<file path="src/rtl/tlb_maint_ctrl.sv">
// TLB maintenance sequencer: TLBSRCH/TLBRD/TLBWR/TLBFILL/INVTLB against a 1-cycle registered read port.
// Define TLB_FILL_LFSR_EN to pick TLBFILL victims from a 16-bit LFSR instead of a free-running counter.

package tlb_maint_pkg;
    localparam int TLB_ENTRY_NUM_DEF = 64;

    typedef struct packed {
        logic        e;
        logic        g;
        logic        huge;
        logic [9:0]  asid;
        logic [18:0] vppn;
    } tlb_key_t;

    typedef struct packed {
        logic [19:0] ppn;
        logic [1:0]  plv;
        logic [1:0]  mat;
        logic        d;
        logic        v;
    } tlb_page_t;

    typedef struct packed {
        tlb_key_t  key;
        tlb_page_t p0;
        tlb_page_t p1;
    } tlb_entry_t;

    typedef struct packed {
        logic [TLB_ENTRY_NUM_DEF-1:0] we;
        tlb_entry_t                   entry;
    } tlb_write_req_t;
endpackage

// state   | meaning
// IDLE    | ready for a new op
// WRITE   | single completion cycle: WR/FILL write pulse, or illegal-op response
// READ    | index issued, data returned, response cycle
// SCAN    | walk all entries for SRCH/INV; last cycle carries the response
module tlb_maint_ctrl
    import tlb_maint_pkg::*;
#(
    parameter int TLB_ENTRY_NUM = TLB_ENTRY_NUM_DEF,
    parameter int IDX_W         = $clog2(TLB_ENTRY_NUM)
) (
    input  logic             clk,
    input  logic             rst_n,
    input  logic             req_valid,
    output logic             req_ready,
    input  logic [2:0]       req_op,
    input  logic [4:0]       req_inv_op,
    input  logic [IDX_W-1:0] req_index,
    input  logic [9:0]       req_asid,
    input  logic [31:0]      req_va,
    input  tlb_entry_t       req_entry,
    output logic [IDX_W-1:0] tlb_rd_idx,
    input  tlb_entry_t       tlb_rd_entry,
    output tlb_write_req_t   tlb_write_req_o,
    output logic             resp_valid,
    output logic             resp_hit,
    output logic [IDX_W-1:0] resp_index,
    output tlb_entry_t       resp_entry,
    output logic             resp_illegal
);

    localparam logic [2:0] OP_SRCH = 3'd0;
    localparam logic [2:0] OP_RD   = 3'd1;
    localparam logic [2:0] OP_WR   = 3'd2;
    localparam logic [2:0] OP_FILL = 3'd3;
    localparam logic [2:0] OP_INV  = 3'd4;
    localparam logic [IDX_W-1:0] LAST_IDX = IDX_W'(TLB_ENTRY_NUM - 1);

    typedef enum logic [1:0] {S_IDLE, S_WRITE, S_READ, S_SCAN} state_t;

    state_t           state_q, state_n;
    logic [IDX_W-1:0] rd_idx_q, rd_idx_n;
    logic [IDX_W-1:0] cmp_idx_q, cmp_idx_n;
    logic             issue_q, issue_n;
    logic             cmp_vld_q, cmp_vld_n;
    logic             done_q, done_n;
    logic             is_inv_q, is_inv_n;
    logic [4:0]       inv_op_q, inv_op_n;
    logic [9:0]       asid_q, asid_n;
    logic [18:0]      vpn_q, vpn_n;
    tlb_write_req_t   wr_q, wr_n;
    logic             resp_valid_q, resp_valid_n;
    logic             resp_hit_q, resp_hit_n;
    logic [IDX_W-1:0] resp_index_q, resp_index_n;
    tlb_entry_t       resp_entry_q, resp_entry_n;
    logic             resp_illegal_q, resp_illegal_n;

    logic [IDX_W-1:0] fill_idx;
    logic [IDX_W-1:0] wr_idx;
    wire unused_va = ^req_va[12:0];

`ifdef TLB_FILL_LFSR_EN
    logic [15:0] lfsr_q;

    always_ff @(posedge clk) begin
        if (!rst_n) lfsr_q <= 16'hACE1;
        else        lfsr_q <= {lfsr_q[14:0], lfsr_q[15] ^ lfsr_q[13] ^ lfsr_q[12] ^ lfsr_q[10]};
    end

    assign fill_idx = lfsr_q[IDX_W-1:0];
    wire unused_lfsr = ^lfsr_q[15:IDX_W];
`else
    logic [IDX_W-1:0] fill_cnt_q;

    always_ff @(posedge clk) begin
        if (!rst_n) fill_cnt_q <= '0;
        else        fill_cnt_q <= fill_cnt_q + IDX_W'(1);
    end

    assign fill_idx = fill_cnt_q;
`endif

    assign wr_idx = (req_op == OP_FILL) ? fill_idx : req_index;

    // Match terms for the entry currently on the read port
    tlb_key_t rd_key;
    logic     asid_eq, va_eq, srch_hit, inv_sel, inv_hit;

    assign rd_key   = tlb_rd_entry.key;
    assign asid_eq  = (rd_key.asid == asid_q);
    assign va_eq    = rd_key.huge ? (vpn_q[18:9] == rd_key.vppn[18:9]) : (vpn_q == rd_key.vppn);
    assign srch_hit = rd_key.e && (rd_key.g || asid_eq) && va_eq;
    assign inv_hit  = rd_key.e && inv_sel;

    always_comb begin
        inv_sel = 1'b0;
        case (inv_op_q)
            5'd0, 5'd1: inv_sel = 1'b1;
            5'd2:       inv_sel = rd_key.g;
            5'd3:       inv_sel = !rd_key.g;
            5'd4:       inv_sel = !rd_key.g && asid_eq;
            5'd5:       inv_sel = !rd_key.g && asid_eq && va_eq;
            5'd6:       inv_sel = (rd_key.g || asid_eq) && va_eq;
            default:    inv_sel = 1'b0;
        endcase
    end

    always_comb begin
        state_n        = state_q;
        rd_idx_n       = rd_idx_q;
        cmp_idx_n      = cmp_idx_q;
        issue_n        = 1'b0;
        cmp_vld_n      = 1'b0;
        done_n         = done_q;
        is_inv_n       = is_inv_q;
        inv_op_n       = inv_op_q;
        asid_n         = asid_q;
        vpn_n          = vpn_q;
        wr_n           = '0;
        resp_valid_n   = 1'b0;
        resp_hit_n     = 1'b0;
        resp_index_n   = '0;
        resp_entry_n   = '0;
        resp_illegal_n = 1'b0;

        case (state_q)
            S_IDLE: begin
                if (req_valid) begin
                    is_inv_n = (req_op == OP_INV);
                    inv_op_n = req_inv_op;
                    asid_n   = req_asid;
                    vpn_n    = req_va[31:13];
                    done_n   = 1'b0;
                    case (req_op)
                        OP_WR, OP_FILL: begin
                            state_n          = S_WRITE;
                            wr_n.we[wr_idx]  = 1'b1;
                            wr_n.entry       = req_entry;
                            resp_valid_n     = 1'b1;
                        end
                        OP_RD: begin
                            state_n  = S_READ;
                            rd_idx_n = req_index;
                        end
                        OP_SRCH, OP_INV: begin
                            if (req_op == OP_INV && req_inv_op > 5'd6) begin
                                state_n        = S_WRITE;
                                resp_valid_n   = 1'b1;
                                resp_illegal_n = 1'b1;
                            end else begin
                                state_n  = S_SCAN;
                                rd_idx_n = '0;
                                issue_n  = 1'b1;
                            end
                        end
                        default: begin
                            state_n        = S_WRITE;
                            resp_valid_n   = 1'b1;
                            resp_illegal_n = 1'b1;
                        end
                    endcase
                end
            end
            S_WRITE: state_n = S_IDLE;
            S_READ: begin
                if (done_q) begin
                    state_n = S_IDLE;
                end else if (cmp_vld_q) begin
                    resp_valid_n = 1'b1;
                    resp_hit_n   = tlb_rd_entry.key.e;
                    resp_entry_n = tlb_rd_entry;
                    done_n       = 1'b1;
                end else begin
                    cmp_vld_n = 1'b1;
                end
            end
            S_SCAN: begin
                if (done_q) begin
                    state_n = S_IDLE;
                end else begin
                    if (issue_q) begin
                        cmp_vld_n = 1'b1;
                        cmp_idx_n = rd_idx_q;
                        if (rd_idx_q != LAST_IDX) begin
                            rd_idx_n = rd_idx_q + IDX_W'(1);
                            issue_n  = 1'b1;
                        end
                    end
                    if (cmp_vld_q) begin
                        if (is_inv_q) begin
                            if (inv_hit) begin
                                wr_n.we[cmp_idx_q] = 1'b1;
                                wr_n.entry         = tlb_rd_entry;
                                wr_n.entry.key.e   = 1'b0;
                            end
                            if (cmp_idx_q == LAST_IDX) begin
                                resp_valid_n = 1'b1;
                                done_n       = 1'b1;
                            end
                        end else if (srch_hit) begin
                            resp_valid_n = 1'b1;
                            resp_hit_n   = 1'b1;
                            resp_index_n = cmp_idx_q;
                            done_n       = 1'b1;
                            issue_n      = 1'b0;
                        end else if (cmp_idx_q == LAST_IDX) begin
                            resp_valid_n = 1'b1;
                            done_n       = 1'b1;
                        end
                    end
                end
            end
            default: state_n = S_IDLE;
        endcase
    end

    always_ff @(posedge clk) begin
        if (!rst_n) begin
            state_q        <= S_IDLE;
            rd_idx_q       <= '0;
            cmp_idx_q      <= '0;
            issue_q        <= 1'b0;
            cmp_vld_q      <= 1'b0;
            done_q         <= 1'b0;
            is_inv_q       <= 1'b0;
            inv_op_q       <= '0;
            asid_q         <= '0;
            vpn_q          <= '0;
            wr_q           <= '0;
            resp_valid_q   <= 1'b0;
            resp_hit_q     <= 1'b0;
            resp_index_q   <= '0;
            resp_entry_q   <= '0;
            resp_illegal_q <= 1'b0;
        end else begin
            state_q        <= state_n;
            rd_idx_q       <= rd_idx_n;
            cmp_idx_q      <= cmp_idx_n;
            issue_q        <= issue_n;
            cmp_vld_q      <= cmp_vld_n;
            done_q         <= done_n;
            is_inv_q       <= is_inv_n;
            inv_op_q       <= inv_op_n;
            asid_q         <= asid_n;
            vpn_q          <= vpn_n;
            wr_q           <= wr_n;
            resp_valid_q   <= resp_valid_n;
            resp_hit_q     <= resp_hit_n;
            resp_index_q   <= resp_index_n;
            resp_entry_q   <= resp_entry_n;
            resp_illegal_q <= resp_illegal_n;
        end
    end

    assign req_ready       = (state_q == S_IDLE);
    assign tlb_rd_idx      = rd_idx_q;
    assign tlb_write_req_o = wr_q;
    assign resp_valid      = resp_valid_q;
    assign resp_hit        = resp_hit_q;
    assign resp_index      = resp_index_q;
    assign resp_entry      = resp_entry_q;
    assign resp_illegal    = resp_illegal_q;

endmodule

</file>
<file path="config.mk">
export PLATFORM = sky130hd
export DESIGN_NAME = tlb_maint_ctrl
export DESIGN_NICKNAME = d
export VERILOG_FILES = /design/src/rtl/tlb_maint_ctrl.sv
export SDC_FILE = /design/constraint.sdc
export NUM_CORES = 1
export LEC_CHECK = 0
export BUFFER_PORTS_ARGS = -buffer_cell sky130_fd_sc_hd__buf_2
export CORE_UTILIZATION = 25
export DETAILED_ROUTE_END_ITERATION = 10
export HOLD_SLACK_MARGIN = 0.15
export PLACE_DENSITY = 0.51
export SLEW_MARGIN = 0
export SYNTH_ARGS = -nofsm -noshare
export SYNTH_HDL_FRONTEND = slang
export SYNTH_SLANG_ARGS = --single-unit
export TNS_END_PERCENT = 5
</file>
<file path="constraint.sdc">
create_clock -name clk -period 2.6 [get_ports clk]
set_input_delay 0 -clock clk [delete_from_list [all_inputs] [get_ports clk]]
set_output_delay 0 -clock clk [all_outputs]
set_load 0.02 [all_outputs]
</file>
==> summary.md <==
| Metric | Value |
|---|---|
| Status | completed |
| Final WL | around 44 mm |
| Initial Utilization | 25.54% |
| Routed vias/inst | 4.636 |
| Worst slew margin | 45.35% |
| CTS Buf Count | 31 |
| Postcts setup bufs | 0 |
| CP Max Fanout | 18 |
| CP startpoint kind | register |
| Reg2reg start | state_q[0]$_SDFFE_PN0P_ |
| # nets final | 2,184 |
| Die area | 0.04398 mm2 |
| Final ANT Viol Nets | 0 |
| Fraction of layout cells with a size suffix above 1 | 28.62% |
| HP Class | in -> reg |
| Cell Chain, Critical Path | inv_1 > ha_4 > inv_1 > nor2_4 > clkbuf_16 > nand2_1 > dlygate4sd3_1 > a21oi_1 > dlygate4sd3_1 |
| Root buf cell | clkbuf_16 |
| Buffers on Ports | 461 |
| Die width | 209.7 um |
| P_leak | 7.888 nW |
| FMAX | around 0.41 GHz |
| CP bufs+invs | 5 |
| H-tree depth | 1 |
| Syn Area/Cell | 9.363 um2 |
| Clock Skew | around 0.015 ns |
| Initial antenna violation count | 2 |
| Row Count | between 70 and 80 |
| CP max stage cell | dlygate4sd3_1 |
| Worst VDD drop | 516.0 uV |
| DP Area | 0.01365 mm2 |
| Clock Latency Late Sink | 0.57 ns |
| Syn. warnings | 0 |
| First-pass DRT Iterations | 6 |
| CTS sink count | 299 |
| Register area share after synthesis | between 50 and 60% |
| Power Total | 10.69 mW |
| Core ar. | 0.04223 mm2 |
| FILL cells | 4,010 |
| Tmin final | 2.459 ns |
| Number of global-route vias before repair | 11,690 |
| Worst slew pin tran | a little over 0.8 ns |
| Top-count cell post-synth | dfxtp_1 |
| Register area | roughly 0.0060 mm2 |
| Synth unique cells | 61 |
| Initial drt markers | 724 |
| Cell family with most CP delay | buffers and inverters |
| DRC violation count after routing | 0 |
| Setup slack after layout | about 0.14 ns |
| Final Max Slew Viols | 0 |
| Fin area | around 0.018 mm2 |
| Type of the worst setup path | reg -> reg |
| HPWL Detailed | 29.51 mm |
| Synth area leaders | dfxtp_1 (55%), nand2_1 (6.5%), a21oi_1 (6.3%) |
| Crit share post-route | 94.57% |
| Worst-case clock buffer depth | 3 |
| Synthesis-stage register bit count | 299 |
| PwrDens | 582.3 mW/mm2 |
| Multi-input logic area | roughly 0.0044 mm2 |
| Critical path capture point type | register |
| RePlAce Congestion | around 0.86 |
| P&R area growth vs syn | 70.28% |
| Largest net degree at the start of global routing | 84 |
| Worst hold path endpoint | resp_entry[17]$_SDFF_PP0_ |
| Worst Hold Launch | tlb_rd_entry[17] |
| Total global-route track usage | 19.11% |
| Post-synth EDFFs | 0 |
| Mapped Nets | 1,385 |
| Synth top cells by count | dfxtp_1 (299), nand2_1 (188), a21oi_1 (136) |
| Predominant post-synthesis flop cell | dfxtp_1 |
| IO Count | 475 |
| Arrival time worst endpoint | just under 3 ns |
| Hold path depth | 3 |
| Worst slack, placed | 0.1905 ns |
| R2R depth | 9 |
| CP required | slightly above 3 ns |
| Grt ovf | 0 |
| Mapped cell area | 0.01079 mm2 |
| Final Setup Violations | 0 |
| Cells after Synth | 1,152 |
| Fraction of registers with async set/reset | 0% |
| Final Hold Vio Count | 0 |
| Via count | 11,660 |
| Yosys top cell by area | dfxtp_1 |
| WL per Instance | 17.58 um |
| Worst R2R End | inv_op_q[0]$_SDFFE_PN0P_ |
| First-pass GRT wire length | 65.98 mm |
| R2R Setup Slk | 0.14 ns |
| CTS tree | yes |
| Die Y | 209.7 um |
| Share of the synthesized area in the top cell type | 55.49% |
| Worst-path clk slew | 0.06 ns |
| Crit-path max cell delay | between 0.5 and 0.6 ns |
| Max-cap violation count | 0 |
| RSZ-0062 raised after global routing | yes |
==> kinds of logic after synthesis <==
logic type | synth area share [%]
compound gates | 17.79
xor+xnor | 2.680
fa+ha+maj | 0.6960
buf+inv | 4.640
flops | 55.49
mux | 0.4756
simple gates | 18.22
==> registers in the layout (all words and copies together) (netlist names) <==
signal           count
fill_cnt_q           6
inv_op_q             5
asid_q              10
vpn_q               19
resp_valid           1
tlb_rd_idx           6
state_q              2
cmp_vld_q            1
cmp_idx_q            6
issue_q              1
resp_index           6
tlb_write_req_o    148
resp_illegal         1
is_inv_q             1
done_q               1
resp_hit             1
resp_entry          84
==> tightest hold or removal path, stage by stage <==
cell	delay, ns
dlygate4sd3_1	0.53
buf_2	0.10
and2_1	0.10
==> through the flow <==
step	util, %	setup TNS, ns	instances	hold WS [ns]
final	43.50	0	2514	0.1889
after global routing	43.50	-0.004641	2514	0.1682
after CTS	43.35	0	2512	0.1521
after detailed placement	32.33	0	2101	0.2150
after global placement	32.33	0	2101	0.2149
after floorplan	-	0	1152	0.1217
==> report_power, final <==
| part | switching, mW | internal (mW) | leakage, nW | total (mW) |
|---|---|---|---|---|
| clock | 1.86 | 2.90 | 0.537 | 4.76 |
| combinational | 0.560 | 0.651 | 4.93 | 1.21 |
| sequential | 0.0614 | 4.66 | 2.42 | 4.72 |
| total | 2.48 | 8.21 | 7.89 | 10.7 |
==> worst max path at each step <==
stage                                       start  cells after the start                               to
after floorplan           state_q[0]$_SDFFE_PN0P_                      9  tlb_write_req_o[112]$_SDFF_PN0_
after global placement     vpn_q[15]$_SDFFE_PN0P_                      6  tlb_write_req_o[115]$_SDFF_PN0_
after detailed placement    vpn_q[9]$_SDFFE_PN0P_                      7  tlb_write_req_o[123]$_SDFF_PN0_
after CTS                 state_q[1]$_SDFFE_PN0P_                      9            vpn_q[9]$_SDFFE_PN0P_
after global routing        vpn_q[5]$_SDFFE_PN0P_                      8  tlb_write_req_o[127]$_SDFF_PN0_
final                     state_q[0]$_SDFFE_PN0P_                      9         inv_op_q[0]$_SDFFE_PN0P_
==> layout by cell type (no fill, tap or decap), types with 5 or more instances in the layout <==
master and n:
nand2_1 188, buf_12 6, nor2b_1 7, inv_1 12
or2_2 5, clkbuf_1 5, o32ai_1 61, nand2b_1 6
nand4_1 9, o21ai_1 37, o21ai_0 54, a21oi_1 136
clkbuf_16 32, or3_1 5, nor2_1 24, nand3_1 23
nand3b_1 6, xor2_1 19, clkbuf_8 8, buf_2 461
bufinv_16 5, xnor2_1 14, buf_4 26, dlygate4sd3_1 355
ha_1 5, and2_1 93, a211oi_1 5, dfxtp_1 299
==> cell type report <==
cell class	count	share of cell area, %
multi-input cells	757	23.72
inverters	13	0.2657
flip-flops and latches	299	32.59
clock inverters	12	1.056
diodes	1	0.01362
repair buffers	849	33.76
clock buffers	44	4.925
well taps	539	3.672
==> metal layers <==
| metal | up-vias | wire length, um | track usage, % | share of wire [%] |
|---|---|---|---|---|
| li1 | 5592 | - | - | - |
| met1 | 5457 | 18400 | 22.99 | 42 |
| met2 | 495 | 21280 | 33.07 | 48 |
| met3 | 111 | 2691 | 3.367 | 6.1 |
| met4 | 0 | 1813 | 8.759 | 4.1 |
| met5 | - | 0 | 0 | 0 |
==> timing repair <==
action                                  in CTS  in global routing
endpoints found under the setup margin       0                 66
endpoints found under the hold margin      231                  0
hold buffers                               355                  0
gates resized for setup                      0                  8
Note: power is estimated with default switching activity, not from simulation.
